<file path="config.mk">
export PLATFORM = sky130hd
export DESIGN_NAME = alu_mul_seq
export DESIGN_NICKNAME = d
export VERILOG_FILES = /design/src/rtl/alu_pkg.sv /design/src/rtl/alu_mul_seq.sv
export SDC_FILE = /design/constraint.sdc
export NUM_CORES = 1
export LEC_CHECK = 0
export ABC_CLOCK_PERIOD_IN_PS = 5700
export CORE_ASPECT_RATIO = 1.25
export CORE_MARGIN = 10
export CORE_UTILIZATION = 50
export CTS_CLUSTER_SIZE = 28
export DETAILED_ROUTE_END_ITERATION = 8
export PLACE_DENSITY = 0.86
export SYNTH_ARGS = -nofsm -noshare
export SYNTH_HDL_FRONTEND = slang
export SYNTH_SLANG_ARGS = --single-unit
</file>
<file path="constraint.sdc">
create_clock -name CLK -period 5.7 [get_ports CLK]
set_input_delay 0.855 -clock CLK [delete_from_list [all_inputs] [get_ports CLK]]
set_output_delay 0.855 -clock CLK [all_outputs]
set_load 0.02 [all_outputs]
</file>
<file path="src/rtl/alu_pkg.sv">
// Shared ALU definitions.
// Holds the 4-bit ALU control codes used by the ALU and by every block that
// borrows it, plus the state encoding of the shift-add multiply sequencer.
package alu_pkg;

    localparam logic [3:0] ALU_AND   = 4'd0;
    localparam logic [3:0] ALU_ORR   = 4'd1;
    localparam logic [3:0] ALU_ADD   = 4'd2;
    localparam logic [3:0] ALU_SUB   = 4'd6;
    localparam logic [3:0] ALU_PASSB = 4'd7;
    localparam logic [3:0] ALU_NOR   = 4'd12;

    // Multiply sequencer states: idle, add/shift loop, one-cycle result pulse.
    typedef enum logic [1:0] {
        MS_IDLE = 2'd0,
        MS_RUN  = 2'd1,
        MS_DONE = 2'd2
    } mul_state_t;

endpackage

</file>
<file path="src/rtl/alu_mul_seq.sv">
// Shift-add multiply sequencer producing the low WIDTH bits of MCAND*MPLIER
// by borrowing the shared ALU adder, one add per multiplier bit up to the
// highest set bit. The low half is sign-agnostic, so no sign handling exists.
// Ports:
//   CLK, RST_N        clock (rising edge), asynchronous active-low reset
//   START, ABORT      request (sampled in IDLE only), synchronous cancel
//   MCAND, MPLIER     operands, latched on an accepted START
//   BUSY              high while the ALU is owned (RUN)
//   DONE, RESULT      one-cycle completion pulse, product held until next START
//   ITER              ALU add cycles used by the last/current operation
//   ALU_A/B/CTRL      drive the shared ALU; ALU_RESULT is its combinational output
module alu_mul_seq
    import alu_pkg::*;
#(
    parameter int unsigned WIDTH = 64,
    parameter int unsigned CNT_W = $clog2(WIDTH) + 1
) (
    input  logic             CLK,
    input  logic             RST_N,
    input  logic             START,
    input  logic             ABORT,
    input  logic [WIDTH-1:0] MCAND,
    input  logic [WIDTH-1:0] MPLIER,
    output logic             BUSY,
    output logic             DONE,
    output logic [WIDTH-1:0] RESULT,
    output logic [CNT_W-1:0] ITER,
    output logic [WIDTH-1:0] ALU_A,
    output logic [WIDTH-1:0] ALU_B,
    output logic [3:0]       ALU_CTRL,
    input  logic [WIDTH-1:0] ALU_RESULT
);

    mul_state_t       state_q;
    logic [WIDTH-1:0] p_q;
    logic [WIDTH-1:0] m_q;
    logic [WIDTH-1:0] q_q;
    logic [CNT_W-1:0] iter_q;
    logic [WIDTH-1:0] result_q;

    always_ff @(posedge CLK or negedge RST_N) begin
        if (!RST_N) begin
            state_q  <= MS_IDLE;
            p_q      <= '0;
            m_q      <= '0;
            q_q      <= '0;
            iter_q   <= '0;
            result_q <= '0;
        end else begin
            case (state_q)
                MS_IDLE: begin
                    if (START && !ABORT) begin
                        m_q    <= MCAND;
                        q_q    <= MPLIER;
                        p_q    <= '0;
                        iter_q <= '0;
                        if (MPLIER == '0) begin
                            result_q <= '0;
                            state_q  <= MS_DONE;
                        end else begin
                            state_q  <= MS_RUN;
                        end
                    end
                end
                MS_RUN: begin
                    if (ABORT) begin
                        state_q <= MS_IDLE;
                    end else begin
                        p_q    <= ALU_RESULT;
                        m_q    <= m_q << 1;
                        q_q    <= q_q >> 1;
                        iter_q <= iter_q + CNT_W'(1);
                        // RESULT is captured straight from the adder on the final
                        // add so it is already valid during the DONE pulse.
                        if ((q_q >> 1) == '0) begin
                            result_q <= ALU_RESULT;
                            state_q  <= MS_DONE;
                        end
                    end
                end
                MS_DONE: state_q <= MS_IDLE;
                default: state_q <= MS_IDLE;
            endcase
        end
    end

    // ALU drive depends only on registered state, never on START.
    assign BUSY     = (state_q == MS_RUN);
    assign DONE     = (state_q == MS_DONE);
    assign RESULT   = result_q;
    assign ITER     = iter_q;
    assign ALU_CTRL = ALU_ADD;
    assign ALU_A    = BUSY ? p_q : '0;
    assign ALU_B    = (BUSY && q_q[0]) ? m_q : '0;

endmodule

</file>
==> out/summary.txt <==
wire length per cell: 21.1 um
CTS HTree Levels: 1
CTS Buf Count: 27
post-detail-place hpwl: 28.9 mm
R2R cell count: 6
Starting Density: 50.6%
clock buffer depth: 3
post-CTS setup repair buffer count: 0
fin crit share: 71.4%
Synth Area in Adders: 0.104%
Starting DRT DRC Count: 996
register area: 6630 um2
worst reg2reg path startpoint: state_q[0]
fin util: 71.3%
PortBufs: 396
status: complete, no violations
drt total wl: 41.4 mm
Filler cells: 1744
gp weighted congestion: 0.891
fin nets: 1813
Setup Skew: 0.0273 ns
simple-gate share of the synthesized area: 26.5%
headroom to the max-slew limit: 42.4%
Max FO, Critical Path: 168
root buf cell: clkbuf_16
crit path cell chain: nand2b_2 -> inv_8 -> buf_4 -> and3_1 -> clkdlybuf4s50_1
post-synthesis xor/xnor area fraction: 0.292%
first-pass GRT wire length: 63.7 mm
highest-count cells in the layout ignoring fill and taps: clkdlybuf4s50_1, nand2_1, dfrtp_1
reg2reg setup slack: 2.60 ns
Worst VDD drop: 275 uV
combinational family with the most area after synthesis: simple AND/OR/NAND/NOR gates
Synth async-reset ratio: 100%
All-Layer GR Usage: 25.9%
Synth Flop Type: dfrtp_1
most common cell after layout, fill and taps aside: clkdlybuf4s50_1
Die Wd: 159 um
Post-CTS Resized: 0
pwr dens: 320 nW/um2
Die ar.: 30600 um2
Die Y: 193 um
register area share after synthesis: 55.2%
Crit Path Class: flip-flop to output pin
Slowest-stage cell, CP: clkdlybuf4s50_1
Min-Delay Path Class: input port to async pin
Core ar.: 23700 um2
final hold vios: 0
fin. max-slew vios: 0
multiplexer share of the synthesized area: 0.0938%
Clock Sinks: 265
number of synthesized flops with an enable pin: 0
Layout area overhead: 40.9%
CTS tree: built
Synth Area per Inst: 9.31 um2
Synth Instances: 1289
row cnt: 63
min Tclk post-route: 4.07 ns
WP data required: 4.85 ns
Final setup viols: 0
post-synth cell types: 35
synth warn: 0
initial antenna violation count: 7
Data arrival, critical path: 3.21 ns
max-cap violation count: 0
f_max: 246 MHz
GRT Residual Overflow: 0
drt drc: 0
vias per cell: 5.71
routed vias: 11209
multi-input combinational cell area: 4860 um2
compound-gate portion of the synthesized area: 13.1%
vias in the first global route: 11380
crit start category: flip-flop
RSZ-0062 raised after global routing: no
crit path capture type: output pin
Skew-Pair Late Insertion Delay: 0.54 ns
crit path launch: state_q[1]
actual slew at the worst max-slew pin: 0.864 ns
Ports: 401
layout cell share with drive strength beyond 1: 4.23%
antenna-violating nets left: 0
largest net degree at the start of global routing: 169
setup TNS: 0 ns
leak pwr: 0.00773 uW
Synth Register Bits: 265
reg2reg end: p_q[49]
# hold bufs at CTS: 0
Worst-path clk slew: 0.06 ns
critical path's largest stage delay: 0.62 ns
DR pass1 iterations: 5
Syn Std Cell Area: 12000 um2
[per-stage QoR]
stage | std cells | instance area, um2 | setup slack (ns) | hold WS [ns] | total power (uW)
final | 1964 | 16900 | 1.63 | 0.322 | 5410
after global routing | 1964 | 16900 | 1.47 | 0.355 | 5670
after CTS | 1957 | 16900 | 1.65 | 0.329 | 5430
after detailed placement | 1912 | 16000 | 1.76 | 0.447 | 3660
after global placement | 1912 | 16000 | 1.86 | 0.440 | 3610
after floorplan | 1291 | 12000 | 3.01 | 0.430 | 3110
[worst max-delay path by stage]
stage | end | slack [ns] | cells past startpoint
finish | ALU_B[47] | 1.63 | 5
global route | ALU_B[47] | 1.47 | 5
CTS | ALU_B[47] | 1.65 | 5
global placement | q_q[5] | 1.86 | 6
detailed placement | q_q[6] | 1.76 | 7
floorplan | RESULT[54] | 3.01 | 7
[layout make-up]
class	count	share of cell area (%)
flip-flops and latches	265	39.2
clock buffers	39	4.67
clock inverters	6	0.496
well taps	325	2.40
inverters	2	0.0888
diodes	7	0.104
multi-input cells	908	28.7
repair buffers	412	24.3
[cells in the mapped netlist, types with 2 or more instances]
cell type / number / area share [%]
nand4_1: 10 / 0.52
or4_4: 2 / 0.19
buf_6: 12 / 1.1
buf_2: 4 / 0.17
nor2b_1: 2 / 0.10
buf_1: 6 / 0.19
clkbuf_1: 90 / 2.8
nor3_1: 2 / 0.083
dfrtp_1: 265 / 55
nor4_1: 31 / 1.6
a22o_1: 2 / 0.15
a31oi_1: 64 / 3.3
xor2_1: 4 / 0.29
nand2_1: 385 / 12
buf_4: 4 / 0.25
nor2_1: 70 / 2.2
a22oi_1: 63 / 3.9
a32o_1: 64 / 5.3
conb_1: 2 / 0.063
nand3_1: 65 / 2.7
and2_1: 64 / 3.3
and3_1: 65 / 3.4
[cell families after synthesis]
kind of cell | Yosys count
simple gates | 701
flops | 265
compound gates | 197
buf+inv | 118
xor+xnor | 4
other cells | 2
fa+ha+maj | 1
mux | 1
[registers in the layout, summed over array words and instances, names as in the netlist]
register	flops
RESULT	64
state_q	2
m_q	64
q_q	64
p_q	64
ITER	7
[routing by layer]
| layer | global-route usage [%] | routed length (um) | part of all wire, % |
|---|---|---|---|
| met5 | 0 | 0 | 0 |
| met4 | 12.9 | 1970 | 4.8 |
| met3 | 7.70 | 4460 | 11 |
| met2 | 43.0 | 20300 | 49 |
| met1 | 29.5 | 14600 | 35 |
[power by group]
group,switching (uW),internal [uW]
Clock,719,1040
Sequential,266,2220
Combinational,674,483
Total,1660,3750
[critical path, delay by kind of cell (launching register included)]
kind / cells / cell delay, ns
buffers and inverters: 3 / 1.64
and+or+nand+nor: 2 / 0.50
DFF: 1 / 0.45
Power figures use the tool's default switching activity.
